<file path="config.mk">
export PLATFORM = sky130hd
export DESIGN_NAME = yon_surucu
export DESIGN_NICKNAME = d
export VERILOG_FILES = /design/src/rtl/yon_surucu.sv
export SDC_FILE = /design/constraint.sdc
export NUM_CORES = 1
export LEC_CHECK = 0
export CAP_MARGIN = 40
export CORE_UTILIZATION = 29
export DETAILED_ROUTE_END_ITERATION = 7
export SYNTH_ARGS = -nofsm -noshare
export SYNTH_HDL_FRONTEND = slang
export SYNTH_SLANG_ARGS = --single-unit
</file>
<file path="constraint.sdc">
create_clock -name clk -period 1.8 [get_ports clk]
set_input_delay 0.45 -clock clk [delete_from_list [all_inputs] [get_ports clk]]
set_output_delay 0.45 -clock clk [all_outputs]
set_load 0.05 [all_outputs]
</file>
<file path="src/rtl/yon_surucu.sv">
// Two-motor direction driver: decodes obstacle codes into forward, turn and
// reverse manoeuvres, with timed turns and an automatic turn-around after reverse.
module yon_surucu #(
   parameter int unsigned DONUS_SURESI = 4,
   parameter int unsigned GERI_SURESI  = 8
) (
   input  logic       clk,
   input  logic       rst,
   input  logic       yon_solbit,
   input  logic       yon_sagbit,
   input  logic       yon_gecerli,
   output logic       hazir,
   output logic       motor_sol_ileri,
   output logic       motor_sol_geri,
   output logic       motor_sag_ileri,
   output logic       motor_sag_geri,
   output logic       tamam,
   output logic [2:0] durum
);

   typedef enum logic [2:0] {
      BEKLE = 3'd0,
      ILERI = 3'd1,
      SOLA  = 3'd2,
      SAGA  = 3'd3,
      GERI  = 3'd4
   } durum_t;

   localparam logic [7:0] DONUS_YUK = 8'(DONUS_SURESI - 1);
   localparam logic [7:0] GERI_YUK  = 8'(GERI_SURESI - 1);

   durum_t     state;
   durum_t     komut;
   logic [7:0] sayac;
   logic [3:0] motor;

   // Motor pattern as {sol_ileri, sol_geri, sag_ileri, sag_geri}.
   function automatic logic [3:0] surus(input durum_t s);
      case (s)
         ILERI:   surus = 4'b1010;
         SOLA:    surus = 4'b0110;
         SAGA:    surus = 4'b1001;
         GERI:    surus = 4'b0101;
         default: surus = 4'b0000;
      endcase
   endfunction

   function automatic durum_t coz(input logic [1:0] kod);
      case (kod)
         2'b00:   coz = ILERI;
         2'b01:   coz = SOLA;
         2'b10:   coz = SAGA;
         default: coz = GERI;
      endcase
   endfunction

   assign komut = coz({yon_solbit, yon_sagbit});
   assign hazir = (state == BEKLE) || (state == ILERI);
   assign durum = state;

   assign {motor_sol_ileri, motor_sol_geri, motor_sag_ileri, motor_sag_geri} = motor;

   always_ff @(posedge clk) begin
      if (rst) begin
         state <= BEKLE;
         sayac <= '0;
         motor <= '0;
         tamam <= 1'b0;
      end else begin
         tamam <= 1'b0;
         case (state)
            BEKLE, ILERI: begin
               if (yon_gecerli) begin
                  state <= komut;
                  motor <= surus(komut);
                  if (komut == GERI)
                     sayac <= GERI_YUK;
                  else if (komut == ILERI)
                     sayac <= '0;
                  else
                     sayac <= DONUS_YUK;
               end
            end
            SOLA, SAGA: begin
               if (sayac == '0) begin
                  state <= BEKLE;
                  motor <= '0;
                  tamam <= 1'b1;
               end else begin
                  sayac <= sayac - 8'd1;
               end
            end
            GERI: begin
               // Reverse always chains into a right turn; completion is reported after the turn.
               if (sayac == '0) begin
                  state <= SAGA;
                  motor <= surus(SAGA);
                  sayac <= DONUS_YUK;
               end else begin
                  sayac <= sayac - 8'd1;
               end
            end
            default: begin
               state <= BEKLE;
               motor <= '0;
               sayac <= '0;
            end
         endcase
      end
   end

endmodule

</file>
==> impl_metrics.env <==
export IMPL_status="finished clean"
export IMPL_nets=172
export IMPL_cts_buffers=3
export IMPL_fin_cells=204
export IMPL_ios=14
export IMPL_worstSetupStartpointType="flop"
export IMPL_initial_utilization=0.3053
export IMPL_worstMarginPinSlew_ns=0.6927
export IMPL_endpoint_kind="flop"
export IMPL_powerDensity_nw_per_um2=1264
export IMPL_antenna_cells=0
export IMPL_num_vias=1104
export IMPL_hp_class="reg -> reg"
export IMPL_synth_top_area_share=0.3096
export IMPL_cpMaxStageDelayCell="a221o_1"
export IMPL_yosysWarnings=0
export IMPL_gr_total_overflow=0
export IMPL_synth_edf_count=0
export IMPL_drive_gt1_frac=0.3481
export IMPL_finalHoldViolCount=0
export IMPL_worst_hold_slack_ns=0.4881
export IMPL_fin_crit_ns=1.768
export IMPL_synth_distinct_cells=39
export IMPL_port_buffer_count=13
export IMPL_ys_flop_type="dfxtp_1"
export IMPL_yosys_area_top_type="dfxtp_1"
export IMPL_path_max_fanout=5
export IMPL_skew_ns=0.007796
export IMPL_routabilityCongestion=0.8742
export IMPL_crit_chain="inv_1 > ha_2 > nor4b_4 > buf_4 > a21o_2 > a21oi_2 > a221o_1"
export IMPL_finalSetupViolations=0
export IMPL_area_growth_pct=44.74
export IMPL_synth_area_um2=1035
export IMPL_relSlewSlack=0.5346
export IMPL_fin_crit_sh=0.9822
export IMPL_rsz0062_at_grt="yes"
export IMPL_finish_instance_area_um2=1498
export IMPL_dp_hpwl_mm=2.207
export IMPL_htree_levels=1
export IMPL_grt_pass1_wl_mm=4.595
export IMPL_ys_ff_latch=16
export IMPL_drc=0
export IMPL_cts_root_buf="clkbuf_4"
export IMPL_p_leak_nw=0.6312
export IMPL_wl_mm=2.931
export IMPL_maxSlewViolCount=0
export IMPL_antenna_found_initial=0
export IMPL_cap_violations=0
export IMPL_vias_per_cell=5.412
export IMPL_final_antenna_net_count=0
export IMPL_required_ns=1.99
export IMPL_clk_latency_ns=0.31
export IMPL_synth_avg_cell_area_um2=8.623
export IMPL_synth_async_reset_ratio=0
export IMPL_cts_tree="yes"
export IMPL_syn_inst=120
export IMPL_reg2reg_slack_ns=0.03
export IMPL_synth_top_cells_by_count="dfxtp_1 (16), a21oi_1 (13), o21ai_0 (11)"
export IMPL_grt_start_max_net_pins=13
export IMPL_die_width_um=61.74
export IMPL_track_usage=0.1706
export IMPL_arrival_ns=1.96
export IMPL_first_global_vias=1032
export IMPL_core_area_um2=3390
export IMPL_rows=21
export IMPL_yosysSeqAreaShare=0.3096
export IMPL_max_stage_delay_ns=0.34
export IMPL_path_class="reg -> reg"
export IMPL_peakVddDrop_uv=380.4
export IMPL_fillers=328
export IMPL_critPathBufInv=2
export IMPL_crit_family="compound AO/OA/AOI/OAI gates"
export IMPL_dieHeight_um=61.74
export IMPL_synthTopCellsByArea="dfxtp_1 (31%), ha_1 (9.7%), a21oi_1 (6.3%)"
export IMPL_drt_iter0_drc=73
export IMPL_post_dp_cell_area_um2=1396
export IMPL_clock_sinks=16
export IMPL_cts_path_max_buffers=2
export IMPL_dieArea_um2=3811
export IMPL_clkTransAtPathRegs_ns=0.11
export IMPL_max_freq_mhz=565.6
export IMPL_drt_pass1_iter_count=6
export IMPL_wl_per_cell_um=14.37
export IMPL_syn_num_nets=133
export IMPL_yosysMostFrequentCell="dfxtp_1"
export IMPL_dp_cells=197
-- state kept, by name, indices dropped and copies added, names as in the netlist --
signal	cells
durum	3
sayac	8
motor	4
tamam	1
-- layout make-up --
cell class	instances	area, um2	share of cell area
Timing Repair Buffer	40	347.8	0.2322
Multi-Input combinational cell	89	699.4	0.4670
Tap cell	46	57.56	0.03843
Inverter	9	33.78	0.02256
Clock buffer	4	36.28	0.02423
Sequential cell	16	322.8	0.2155
-- path summary, 6_finish.rpt --
check | endpoint | cells after the start | startpoint
worst min-delay path | motor[2] | 2 | motor[2]
worst min register to register | motor[2] | 2 | motor[2]
worst max register to register | sayac[2] | 7 | sayac[0]
worst max-delay path | sayac[2] | 7 | sayac[0]
-- logic make-up after synthesis --
group           after synthesis  synth area share
simple gates                 27            0.1633
buf+inv                      15           0.05683
mux                           1          0.009674
compound gates               52            0.3555
fa+ha+maj                     8           0.09674
xor+xnor                      1          0.008466
flops                        16            0.3096
-- power breakdown --
group	switching (W)	total, W	internal (W)
registers	0.0000697	0.000497	0.000427
clock network	0.000133	0.000257	0.000124
logic	0.000633	0.00114	0.000507
total	0.000835	0.00189	0.00106
-- worst register-to-register path, delay by kind of cell (launching register included) --
family | cells | cell delay (ns)
buf+inv | 2 | 0.28
compound gates | 3 | 0.60
flops | 1 | 0.33
simple gates | 1 | 0.27
fa+ha+maj | 1 | 0.19
-- placed cells by master (no fill, tap or decap), types with 2 or more instances in the layout --
cell type,instances
o311ai_0,2
or3_1,2
nor2_1,3
buf_12,3
dfxtp_1,14
clkbuf_4,3
ha_1,7
nor3_1,6
clkdlybuf4s50_1,4
o21ai_0,11
dfxtp_2,2
nand2b_1,3
o2111ai_1,4
a21o_1,3
a32o_1,2
buf_4,33
a21oi_1,12
nand2_1,5
inv_1,9
a31oi_1,2
-- stage by stage --
stage	util	TNS, ns	worst slack (ns)	power (W)
final	0.4419	0	0.03211	0.001894
after global routing	0.4419	-0.07170	-0.04185	0.002026
after CTS	0.4245	0	0.002896	0.001788
after detailed placement	0.4120	-2.103	-0.2525	0.001524
after global placement	0.4120	-1.558	-0.1752	0.001502
after floorplan	-	0	0.04698	0.001137
-- repair_timing --
item                                    4_1_cts  5_1_grt
gates resized for setup                       1        7
pin swaps                                     0        7
endpoints found under the hold margin         0        0
hold buffers                                  0        0
setup buffers                                 0        3
endpoints found under the setup margin        1        6
-- metal layers --
metal | vias up | GRT usage | share of wire | wire [um]
met5 | - | 0 | 0 | 0
met4 | 0 | 0.1079 | 0.034 | 100
met3 | 9 | 0.02899 | 0.062 | 182
met2 | 37 | 0.2811 | 0.49 | 1426
met1 | 520 | 0.2061 | 0.42 | 1221
li1 | 538 | - | - | -
Power figures use the tool's default switching activity.
